## src/rtl/vec_mac_feeder.sv

```systemverilog
// rtl/vec_mac_feeder.sv - streams matrix rows and a shared vector into vec_mac, returns per-row dot products
//
// Purpose
//   Takes one command (A base, B base, row_size, num_rows). For every row it pulses mac_start, reads
//   nch = max(1, ceil(row_size/CHUNK)) chunks of A and B from two 1-cycle-latency RAMs and drives them
//   back-to-back to vec_mac. It then captures mac_result and offers it on a valid/ready result port.
//
// Ports
//   clk, rst                   clock, asynchronous active-low reset
//   cmd_valid/cmd_ready        command handshake; cmd_base_a, cmd_base_b, cmd_row_size, cmd_num_rows
//   ram_a_addr/ram_a_rdata     A operand RAM (chunk address out, chunk data back one cycle later)
//   ram_b_addr/ram_b_rdata     B operand RAM, same timing
//   mac_start, mac_row_size    vec_mac control; row size held for the whole row
//   mac_vec_a, mac_vec_b       one CHUNK-element slice per cycle, zero outside streaming
//   mac_result, mac_done       vec_mac result, done flag during the last slice cycle
//   res_valid/res_ready        result handshake; res_data, res_last
//   err                        sticky: mac_done not coincident with the last slice

module vec_mac_feeder #(
   parameter int WIDTH    = 16,
   parameter int N        = 8,
   parameter int NUM_MACS = 2,
   parameter int ADDR_W   = 16
) (
   input  logic                              clk,
   input  logic                              rst,
   input  logic                              cmd_valid,
   output logic                              cmd_ready,
   input  logic [ADDR_W-1:0]                 cmd_base_a,
   input  logic [ADDR_W-1:0]                 cmd_base_b,
   input  logic [31:0]                       cmd_row_size,
   input  logic [15:0]                       cmd_num_rows,
   output logic [ADDR_W-1:0]                 ram_a_addr,
   input  logic [NUM_MACS*N*WIDTH-1:0]       ram_a_rdata,
   output logic [ADDR_W-1:0]                 ram_b_addr,
   input  logic [NUM_MACS*N*WIDTH-1:0]       ram_b_rdata,
   output logic                              mac_start,
   output logic [31:0]                       mac_row_size,
   output logic [NUM_MACS*N*WIDTH-1:0]       mac_vec_a,
   output logic [NUM_MACS*N*WIDTH-1:0]       mac_vec_b,
   input  logic signed [2*WIDTH-1:0]         mac_result,
   input  logic                              mac_done,
   output logic                              res_valid,
   input  logic                              res_ready,
   output logic signed [2*WIDTH-1:0]         res_data,
   output logic                              res_last,
   output logic                              err
);

   localparam int CHUNK = NUM_MACS * N;

   typedef enum logic [1:0] {
      S_IDLE,
      S_START,
      S_STREAM,
      S_OUT
   } state_t;

   state_t                    state_q, state_d;
   logic [ADDR_W-1:0]         row_base_q, row_base_d;   // chunk address of the current A row
   logic [ADDR_W-1:0]         base_b_q, base_b_d;
   logic [31:0]               row_size_q, row_size_d;
   logic [15:0]               num_rows_q, num_rows_d;
   logic [31:0]               nch_q, nch_d;
   logic [15:0]               row_q, row_d;
   logic [31:0]               chunk_q, chunk_d;         // index of the chunk whose data is on the RAM outputs
   logic [CHUNK-1:0]          mask_q, mask_d;           // element-valid mask, registered alongside RAM data
   logic signed [2*WIDTH-1:0] res_data_q, res_data_d;
   logic                      err_q, err_d;

   logic [31:0]               chunk_nxt;
   logic                      last_slice;

   // Chunks per row; a zero-length row still needs one (all-zero) slice.
   function automatic logic [31:0] calc_nch(input logic [31:0] rs);
      logic [31:0] q;
      q = rs / 32'(CHUNK);
      if ((rs % 32'(CHUNK)) != 32'd0) begin
         q = q + 32'd1;
      end
      if (q == 32'd0) begin
         q = 32'd1;
      end
      return q;
   endfunction

   // Element e of chunk idx is live when its global index is below row_size.
   function automatic logic [CHUNK-1:0] calc_mask(input logic [31:0] idx, input logic [31:0] rs);
      logic [CHUNK-1:0] m;
      logic [32:0]      first;
      first = {1'b0, idx} * 33'(CHUNK);
      for (int e = 0; e < CHUNK; e++) begin
         m[e] = (first + 33'(e)) < {1'b0, rs};
      end
      return m;
   endfunction

   always_ff @(posedge clk or negedge rst) begin
      if (!rst) begin
         state_q    <= S_IDLE;
         row_base_q <= '0;
         base_b_q   <= '0;
         row_size_q <= '0;
         num_rows_q <= '0;
         nch_q      <= '0;
         row_q      <= '0;
         chunk_q    <= '0;
         mask_q     <= '0;
         res_data_q <= '0;
         err_q      <= 1'b0;
      end else begin
         state_q    <= state_d;
         row_base_q <= row_base_d;
         base_b_q   <= base_b_d;
         row_size_q <= row_size_d;
         num_rows_q <= num_rows_d;
         nch_q      <= nch_d;
         row_q      <= row_d;
         chunk_q    <= chunk_d;
         mask_q     <= mask_d;
         res_data_q <= res_data_d;
         err_q      <= err_d;
      end
   end

   always_comb begin
      state_d    = state_q;
      row_base_d = row_base_q;
      base_b_d   = base_b_q;
      row_size_d = row_size_q;
      num_rows_d = num_rows_q;
      nch_d      = nch_q;
      row_d      = row_q;
      chunk_d    = chunk_q;
      mask_d     = mask_q;
      res_data_d = res_data_q;
      err_d      = err_q;

      cmd_ready  = 1'b0;
      mac_start  = 1'b0;
      ram_a_addr = '0;
      ram_b_addr = '0;
      mac_vec_a  = '0;
      mac_vec_b  = '0;
      res_valid  = 1'b0;
      res_last   = 1'b0;

      chunk_nxt  = chunk_q + 32'd1;
      last_slice = (chunk_q == (nch_q - 32'd1));

      unique case (state_q)
         S_IDLE: begin
            cmd_ready = 1'b1;
            if (cmd_valid) begin
               row_base_d = cmd_base_a;
               base_b_d   = cmd_base_b;
               row_size_d = cmd_row_size;
               num_rows_d = cmd_num_rows;
               nch_d      = calc_nch(cmd_row_size);
               row_d      = '0;
               if (cmd_num_rows != 16'd0) begin
                  state_d = S_START;
               end
            end
         end

         S_START: begin
            mac_start  = 1'b1;
            ram_a_addr = row_base_q;
            ram_b_addr = base_b_q;
            chunk_d    = '0;
            mask_d     = calc_mask(32'd0, row_size_q);
            state_d    = S_STREAM;
         end

         S_STREAM: begin
            for (int e = 0; e < CHUNK; e++) begin
               if (mask_q[e]) begin
                  mac_vec_a[e*WIDTH +: WIDTH] = ram_a_rdata[e*WIDTH +: WIDTH];
                  mac_vec_b[e*WIDTH +: WIDTH] = ram_b_rdata[e*WIDTH +: WIDTH];
               end
            end
            if (last_slice) begin
               // Capture regardless of mac_done so the row still completes; a missing done is flagged.
               res_data_d = mac_result;
               if (!mac_done) begin
                  err_d = 1'b1;
               end
               state_d = S_OUT;
            end else begin
               // Prefetch the next chunk so slices run back-to-back.
               ram_a_addr = row_base_q + chunk_nxt[ADDR_W-1:0];
               ram_b_addr = base_b_q + chunk_nxt[ADDR_W-1:0];
               mask_d     = calc_mask(chunk_nxt, row_size_q);
               chunk_d    = chunk_nxt;
               if (mac_done) begin
                  err_d = 1'b1;
               end
            end
         end

         S_OUT: begin
            res_valid = 1'b1;
            res_last  = (row_q == (num_rows_q - 16'd1));
            if (res_ready) begin
               if (res_last) begin
                  state_d = S_IDLE;
               end else begin
                  row_d      = row_q + 16'd1;
                  row_base_d = row_base_q + nch_q[ADDR_W-1:0];
                  state_d    = S_START;
               end
            end
         end

         default: begin
            state_d = S_IDLE;
         end
      endcase
   end

   assign mac_row_size = row_size_q;
   assign res_data     = res_data_q;
   assign err          = err_q;

endmodule

```

## config.mk

```make
export PLATFORM = sky130hd
export DESIGN_NAME = vec_mac_feeder
export DESIGN_NICKNAME = d
export VERILOG_FILES = /design/src/rtl/vec_mac_feeder.sv
export SDC_FILE = /design/constraint.sdc
export NUM_CORES = 1
export LEC_CHECK = 0
export CORE_AREA = 2 2 485 487
export CTS_BUF_LIST = sky130_fd_sc_hd__clkbuf_4
export CTS_CLUSTER_DIAMETER = 40
export DETAILED_ROUTE_END_ITERATION = 8
export DIE_AREA = 0 0 487 489
export GPL_TIMING_DRIVEN = 0
export HOLD_SLACK_MARGIN = 0.02
export PLACE_DENSITY_LB_ADDON = 0.05
export SKIP_LAST_GASP = 1
export SLEW_MARGIN = 15
export SYNTH_ARGS = -nofsm -noshare
export SYNTH_HDL_FRONTEND = slang
export SYNTH_SLANG_ARGS = --single-unit
```

## constraint.sdc

```tcl
create_clock -name clk -period 8.5 [get_ports clk]
set_input_delay 1.275 -clock clk [delete_from_list [all_inputs] [get_ports clk]]
set_output_delay 1.275 -clock clk [all_outputs]
set_load 0.01 [all_outputs]
```

---- Word level (Yosys, flattened, before mapping) ----
Index checks and enable logic that the tools add are counted.
word-level totals
  register bits ........................... 211
  output and inout bits ................... 613
  word-level logic and storage cells ...... 158
operators by class
  add/subtract/negate cells ............... 23
  $lt $le $gt $ge ......................... 32
  eq/ne operators ......................... 12
  multiplexer cells ....................... 67
  reduce and logical (&&, ||, !) cells .... 13
operators with widths
  operator               count
  $mux 16                41
  $lt 33x32->1           16
  $mux 256               2
  $add 33x4->33 const B  8
  $lt 4x32->1 const A    8
  $pmux 16 s2            5
  $add 33x3->33 const B  4
  $lt 3x32->1 const A    4
  $mux 32                4
  $add 33x2->33 const B  2
  $lt 1x32->1 const A    2
  $lt 2x32->1 const A    2
  $pmux 32 s2            1
  $add 16x16->16         3
  $add 33x1->33 const B  1
  $add 32x1->32 const B  1
  $eq 32x32->1           1
  $logic_not 32->1       1
  $reduce_bool 32->1     1
  $sub 32x1->32 const B  1
  $add 28x1->29 const B  1
  $mux 29                1
  $add 16x1->16 const B  1
  $eq 16x16->1           1
  other kinds (13)       35

---- Logic depth before layout (Yosys ltp) ----
Gate-level depths: netlist of the first run.
  depth after elaboration ................. 6
  mapped depth ............................ 20
  gate-level depth less buffers ........... 17

---- Least setup slack after synthesis of the first run ----
No wires, ideal clock.
  path type ............................... reg2out
  from .................................... register chunk_q[2]
  to ...................................... output port ram_a_addr[15]
  arrival ................................. 3.285 ns
  required time ........................... 7.225 ns
  path slack .............................. 3.940 ns
  cell stages (with the launch flop) ...... 15
  path through ............................ dfrtp_1 > buf_2 > nand3_1 > nor3_1 > and3_1 > xor2_1 > ha_1 > a21o_1 > a21o_1 > and3_1 > a221oi_1 > a21oi_1 > xnor2_1 > or3_1 > o21ai_0
on the way
  longest elaborated chain between the ends .. 4
ends and longest elaborated chain
  what                    RTL line  RTL
  start, declared         66        logic [31:0] chunk_q, chunk_d;
  start signal, assigned  119       chunk_q <= chunk_d;
  $add 32x1->32           148       chunk_nxt = chunk_q + 32'd1;
  $add 16x16->16          192       ram_a_addr = row_base_q + chunk_nxt[ADDR_W-1:0];
  $mux 16 (*)             183       if (last_slice) begin
  $pmux 16 s2 (*)         151       unique case (state_q)
  end, declared           33        output logic [ADDR_W-1:0] ram_a_addr,
Every way passes the cells marked *; elsewhere a longest branch is shown, timed or not.

---- Worst setup path after layout of the first run ----
  from .................................... register nch_q[0]
  to ...................................... output port ram_b_addr[15]
on the way
  longest elaborated chain between the ends .. 4
ends and longest elaborated chain
  what                    RTL line  RTL
  start, declared         64        logic [31:0] nch_q, nch_d;
  start signal, assigned  117       nch_q <= nch_d;
  $sub 32x1->32           149       last_slice = (chunk_q == (nch_q - 32'd1));
  $eq 32x32->1            149
  $mux 16                 183
  $pmux 16 s2             151
  end, declared           35        output logic [ADDR_W-1:0] ram_b_addr,
No other way between the ends.

==> results of run 1 <==
area by class of cell:
type,count,area [µm²]
diodes,66,165
plain buffers,190,763
clock buffers,125,938
clock inverters,31,165
fillers,26600,198000
inverters,79,297
multi-input cells,1811,12300
flip-flops and latches,208,5200
well taps,3060,3830
repair buffers,1239,12500
cells by family (layout without fill, tap and decap cells):
| family | count (synthesis) | count (layout) |
|---|---|---|
| compound gates | 397 | 397 |
| fa+ha+maj | 86 | 86 |
| flops | 208 | 208 |
| simple gates | 1078 | 1078 |
| other cells | 0 | 66 |
| xor+xnor | 149 | 149 |
| buf+inv | 269 | 1664 |
| mux | 101 | 101 |
routing by layer:
metal,vias to the layer above,global-route usage
met5,-,0
met4,40,0.0386
met3,379,0.0604
met2,1243,0.338
met1,12400,0.270
li1,11200,-
worst max-delay path, stage by stage (launching register included):
cell	delay (ns)
dfrtp_1	0.54
or4_1	0.64
clkbuf_1	0.32
nor4_1	0.43
mux2i_1	0.25
o21ai_0	0.13
and4bb_1	0.29
and3_1	0.25
a31oi_1	0.62
clkbuf_1	0.79
a21oi_1	0.15
o21ai_0	0.46
clkdlybuf4s50_1	0.75
through the flow:
stage               cell area [µm²]  total power, mW
finish                        36100             10.4
global route                  36000             11.2
CTS                           35900             10.7
detailed placement            34800             9.17
global placement              34700             9.22
floorplan                     18500             4.67
layout by cell type (no fill, tap or decap), types with 76 or more instances in the layout:
cell type	instances
and3_1	531
clkbuf_1	159
clkbuf_4	125
clkdlybuf4s50_1	1233
dfrtp_1	208
ha_1	83
inv_1	78
mux2_2	76
nand2_1	162
nor2_1	105
o21ai_0	124
xnor2_1	80
how the worst min path moves through the flow:
| stage | from | endpoint | slack [ns] | depth (start not counted) |
|---|---|---|---|---|
| after global routing | err$_DFFE_PN0P_ | err$_DFFE_PN0P_ | 0.50 | 1 |
| after floorplan | err$_DFFE_PN0P_ | err$_DFFE_PN0P_ | 0.49 | 1 |
| final | err$_DFFE_PN0P_ | err$_DFFE_PN0P_ | 0.46 | 1 |
| after CTS | rst | res_data[29]$_DFFE_PN0P_ | 0.43 | 2 |
| after detailed placement | err$_DFFE_PN0P_ | err$_DFFE_PN0P_ | 0.47 | 1 |
| after global placement | err$_DFFE_PN0P_ | err$_DFFE_PN0P_ | 0.45 | 1 |
repair_timing:
| action | in CTS | in global routing |
|---|---|---|
| hold endpoints to repair | 10 | 0 |
| hold buffers | 1 | 0 |
| resized for setup | 0 | 1 |
| setup endpoints to repair | 0 | 1 |
state kept, by name (all words and copies together), names as in the netlist:
register,flops
nch_q,29
base_b_q,16
row_base_q,16
state_q,2
num_rows_q,16
err,1
chunk_q,32
row_q,16
mask_q,16
mac_row_size,32
res_data,32
power groups by stage:
stage | Clock (mW) | Combinational (mW) | Sequential [mW]
after floorplan | 0 | 3.09 | 1.58
after global placement | 0 | 7.34 | 1.88
after detailed placement | 0 | 7.29 | 1.87
after CTS | 1.49 | 7.32 | 1.86
after global routing | 1.53 | 7.73 | 1.89
final | 1.38 | 7.21 | 1.83
synth_stat cells (13+ instances only):
master and number:
dfrtp_1 208, o22ai_1 19, nor4_1 30, nand3_1 49, nor2_1 105, a21o_1 30
a22o_1 24, a31oi_1 23, or3_1 21, a21oi_1 70, inv_1 78, nor3_1 53
o31ai_1 14, xor2_1 66, xnor2_1 83, clkbuf_1 164, and4_1 13, mux2i_1 21
o21ai_0 124, mux2_2 76, ha_1 83, nand2_1 162, nand4_1 32, and3_1 531
==> summary.txt, run 1 <==
Synth
  • Synth Area per Inst: between 8 and 9 µm²
  • Synth unique cells: 84
  • Post-synthesis register bit count: around 210
  • Asr flop ratio synth: 1.00
  • Xor-xnor portion of the synthesized cell area: 0.0706
  • Top cell type's share of synthesized area: 0.282
  • Largest area contributor in the netlist: dfrtp_1
  • Synth Cell Area: 18500 µm²
  • Synth Area in Simple Gates: 0.332
  • Mux contribution to synthesized area: 0.0601
  • Syn Inst Count: roughly 2300
  • Post-synthesis compound-gate area fraction: 0.139
  • Synth Warn #: 0
  • Largest family of logic cells by synthesized area: simple AND/OR/NAND/NOR gates
  • Post-Synthesis Net Count: 3003
  • Synth top area cells: dfrtp_1 28%, and3_1 18%, ha_1 5.6%, mux2_2 4.6%, xnor2_1 3.9%
  • Dominant synthesized flop cell: dfrtp_1
  • Number of synthesized flops with an enable pin: 0
  • Register area share after synthesis: 0.282
  • Adder-cell area share of the yosys netlist: 0.0594

Clock network
  • Clock tree buffer depth: 3
  • Clock root buffer: clkbuf_4
  • Clock slew at reported path FFs: approximately 0.06 ns
  • Post-CTS Setup Bufs: 0
  • CTS Buf Count: 90
  • Clock Latency Late Sink: around 1.1 ns
  • H-tree levels: 3
  • Clock Sinks: 208
  • CTS tree: built

Routing
  • Met2 wire len: about 120 mm
  • DR iter-0 viols: between 1500 and 2000
  • Highest metal used: met5
  • ANT nets after route: 0
  • DRC Markers: 0
  • Drt pass-1 iters: 7
  • Vias: ~25000
  • Via/cell ratio: 3.70
  • Detailed Route WL: 257 mm
  • M1 WL: 112 mm
  • WL met3: about 21 mm
  • WL/cell: 37.7 µm

Power
  • Sw Share: 0.534
  • Seq pwr share: 0.176
  • PwrDens: roughly 290 nW/µm²
  • Pint: a little under 5 mW
  • Clock power frac: 0.132
  • P_sw: around 5.6 mW
  • Leak: about 15 nW
  • Comb pwr share: 0.692
  • Peak supply drop: ~0.00009 V

Global route
  • Initial antenna violation count: 205
  • First-pass GRT wire length: about 310 mm
  • Total Routing Usage GR: 0.207
  • Vias in the first global route: 25100
  • Pin count of the biggest net entering global routing: between 70 and 80
  • GR Overflow Total: 0

STA
  • Max Slew Vio Count: 0
  • Unrepaired setup endpoints after global routing: no
  • Tcrit/Tclk final: 0.940
  • Rel. slew slack: 0.115
  • Crit path time final: 7.99 ns
  • Fin. Hold Viols: 0
  • Final setup TNS: 0 ns
  • Hold WS: approximately 0.46 ns
  • Max Clk Rate: between 100 and 150 MHz
  • Clk_skew: about 0.12 ns
  • PnR worst setup slack: roughly 0.5 ns
  • # setup viols final: 0
  • Worst slew pin tran: 1.31 ns

Cells and area
  • Fin nets: between 4000 and 5000
  • Final std cells w/o fill: a little under 7000
  • Layout area overhead: 95.2%
  • Final core utilization: 0.154
  • Share of cells above drive strength 1: 0.0722

Placement
  • Port Buffers: 1234
  • Placed Cells: approximately 6600
  • Pre-CTS setup slack: around 1.3 ns
  • Dpl hpwl: about 230 mm
  • Final RePlAce weighted congestion: roughly 0.95

Worst setup path
  • CP max FO: 10
  • Element type at the critical path end: output port
  • Crit path DAT: 6.71 ns
  • Critical register-to-register path startpoint: chunk_q[0]$_DFFE_PN0P_
  • Startpoint Class: flop
  • Reg-to-reg endpoint: mask_q[14]$_DFFE_PN0P_
  • Critical path capture point: ram_b_addr[15]
  • Setup slack, reg-to-reg: 1.65 ns
  • Crit path kind: reg -> out
  • Worst r2r path cells: 17
  • CP required: 7.22 ns
  • CP startpoint: nch_q[0]$_DFFE_PN0P_

Hold path
  • Worst Hold Class: reg -> reg

Floorplanning
  • Row Count: ~180
  • Core area: about 230000 µm²
  • IO Pins: roughly 1200
  • Initial Util: 0.0791
  • Die Ht: between 400 and 500 µm
  • Die area: roughly 240000 µm²
  • Die W: slightly below 500 µm

Run
  • Max cap viols: 0

Outcome
  • Status: finished clean
No activity file was read; power rests on OpenSTA's default activity.
==> inputs of run 2 (changes only) <==
--- a/config.mk
+++ b/config.mk
@@ -10,6 +10,7 @@
 export CTS_CLUSTER_DIAMETER = 40
 export DETAILED_ROUTE_END_ITERATION = 8
 export DIE_AREA = 0 0 487 489
+export DONT_BUFFER_PORTS = 1
 export GPL_TIMING_DRIVEN = 0
 export HOLD_SLACK_MARGIN = 0.02
 export PLACE_DENSITY_LB_ADDON = 0.05
==> run 2 against run 1 <==
Compared with the run above: worst setup slack better by 0.058 ns; clock power hardly changed; first-iteration DRC count is 30% higher; power is 16% lower; via count is 11% lower; final cell count is 15% lower; non-clock buffer count is 1231 lower; critical path depth is 1 higher; count of clock-buffer cells in the layout is 8 lower; flip-flop and latch count stayed put; utilization is 5.0 points lower; die area stayed put; critical path type unchanged.
==> summary.txt, run 2 (synthesis results as in run 1) <==
Outcome
  • Status: finished clean

Floorplanning
  • IO Pins: 1242
  • Row Count: roughly 180
  • Initial Util: 0.0791
  • Core area: between 200000 and 250000 µm²
  • Die W: approximately 490 µm
  • Die area: 238000 µm²
  • Die Ht: 489 µm

Hold path
  • Hold Path Origin: cmd_row_size[24]
  • Hold Path End: mac_row_size[24]$_DFFE_PN0P_
  • Worst Hold Class: in -> reg
  • Worst hold path cell count: 2

Cells and area
  • Layout area overhead: 31.7%
  • Most common cell after layout, fill and taps aside: and3_1
  • Fin nets: 3101
  • Final std cells w/o fill: about 5800
  • Most frequent cells in the layout: 531 x and3_1, 208 x dfrtp_1, 162 x nand2_1
  • Share of cells above drive strength 1: 0.108
  • Final core utilization: 0.104
  • Fin area: 24300 µm²

Worst setup path
  • Crit path DAT: 6.65 ns
  • Startpoint Class: flop
  • Critical path, cell by cell: nand3_1, nor3_1, and3_1, xor2_1, ha_1, a21o_1, a21o_1, and3_1, a221oi_1, a21oi_1, xnor2_1, a21oi_1, o21ai_1
  • CP max FO: 6
  • Worst r2r path cells: 17
  • Reg-to-reg endpoint: mask_q[14]$_DFFE_PN0P_
  • Element type at the critical path end: output port
  • CP required: 7.22 ns
  • Crit path buf inv count: 0
  • Critical register-to-register path startpoint: chunk_q[0]$_DFFE_PN0P_
  • Slowest CP cell: nor3_1
  • CP startpoint: chunk_q[0]$_DFFE_PN0P_
  • Setup slack, reg-to-reg: ~1.8 ns
  • Crit path kind: reg -> out
  • Cell family with most CP delay: compound AO/OA/AOI/OAI gates
  • CP max stage delay: 0.89 ns

STA
  • Max Slew Vio Count: 0
  • Tcrit/Tclk final: 0.933
  • Unrepaired setup endpoints after global routing: no
  • Clk_skew: 0.137 ns
  • Max Clk Rate: between 100 and 150 MHz
  • Hold WS: 0.301 ns
  • Final setup TNS: 0 ns
  • Rel. slew slack: 0.182
  • Fin. Hold Viols: 0
  • PnR worst setup slack: roughly 0.57 ns
  • Worst slew pin tran: around 1.2 ns
  • # setup viols final: 0
  • Crit path time final: 7.93 ns

Clock network
  • # resized after CTS: 0
  • Clock root buffer: clkbuf_4
  • Clock slew at reported path FFs: about 0.060 ns
  • Clock tree buffer depth: 3
  • Clock Latency Late Sink: between 1 and 1.5 ns
  • CTS Buf Count: 88
  • Clock Sinks: approximately 210
  • H-tree levels: 3
  • CTS tree: built

Routing
  • DRC Markers: 0
  • Detailed Route WL: approximately 260 mm
  • DR iter-0 viols: 2205
  • Vias: 22400
  • WL/cell: ~45 µm
  • Via/cell ratio: slightly below 4
  • ANT nets after route: 0
  • Drt pass-1 iters: 7

Global route
  • GR Overflow Total: 0
  • First-pass GRT wire length: a little over 300 mm
  • Initial antenna violation count: 401
  • Total Routing Usage GR: 0.211
  • Vias in the first global route: 20400
  • Pin count of the biggest net entering global routing: 209

Power
  • Power consumption: slightly below 9 mW
  • Leak: ~10 nW
  • Clock power frac: 0.157
  • Peak supply drop: 0.000111 V
  • P_sw: 5.30 mW
  • Sw Share: 0.609
  • PwrDens: around 360 nW/µm²
  • Seq pwr share: 0.222
  • Comb pwr share: 0.622
  • Pint: 3.40 mW

Placement
  • Placed cell area: ~22000 µm²
  • Placed Cells: roughly 5400
  • Final RePlAce weighted congestion: 1.15
  • Port Buffers: 0
  • Pre-CTS setup slack: approximately 1.3 ns
  • Dpl hpwl: between 200 and 250 mm

Run
  • Max cap viols: 0
==> run 2: cell types whose count changed in the layout (fill, tap and decap cells not counted), moves of 2 or more <==
cell and delta:
buf_6 +3, clkbuf_4 -8, clkdlybuf4s50_1 -1233, clkinv_1 +6, clkinv_2 +3, diode_2 +224
inv_6 -2, inv_8 +2, o21ai_0 -3, o21ai_1 +3
==> run 2: per-layer routing <==
| layer | global-route usage | part of all wire |
|---|---|---|
| met2 | 0.327 | 0.44 |
| met1 | 0.265 | 0.43 |
| met3 | 0.0886 | 0.10 |
| met5 | 0 | 0.0011 |
| met4 | 0.0608 | 0.030 |
==> run 2: final cells by class <==
class | count | area (µm²)
Sequential cell | 208 | 5200
Tap cell | 3060 | 3830
Buffer | 190 | 766
Inverter | 79 | 297
Multi-Input combinational cell | 1811 | 12300
Timing Repair Buffer | 8 | 146
Clock inverter | 41 | 238
Antenna cell | 290 | 726
Fill cell | 27200 | 209000
Clock buffer | 117 | 878
==> run 2: worst max-delay path by stage <==
stage	endpoint	depth (start not counted)
5_1_grt	ram_a_addr[15]	13
3_3_place_gp	ram_a_addr[15]	13
4_1_cts	ram_a_addr[15]	13
6_report	ram_a_addr[15]	13
3_5_place_dp	mask_q[14]$_DFFE_PN0P_	17
2_1_floorplan	ram_a_addr[15]	14
==> run 2: power groups by stage <==
stage	Combinational, mW	Sequential, mW	Clock (mW)
finish	5.41	1.93	1.37
global route	5.81	2.00	1.51
global placement	5.44	1.99	0
floorplan	3.09	1.58	0
CTS	5.49	1.97	1.47
detailed placement	5.44	1.99	0
==> run 2: what timing repair did <==
item,4_1_cts,5_1_grt
hold buffers,1,1
hold endpoints to repair,208,49
setup buffers,0,0
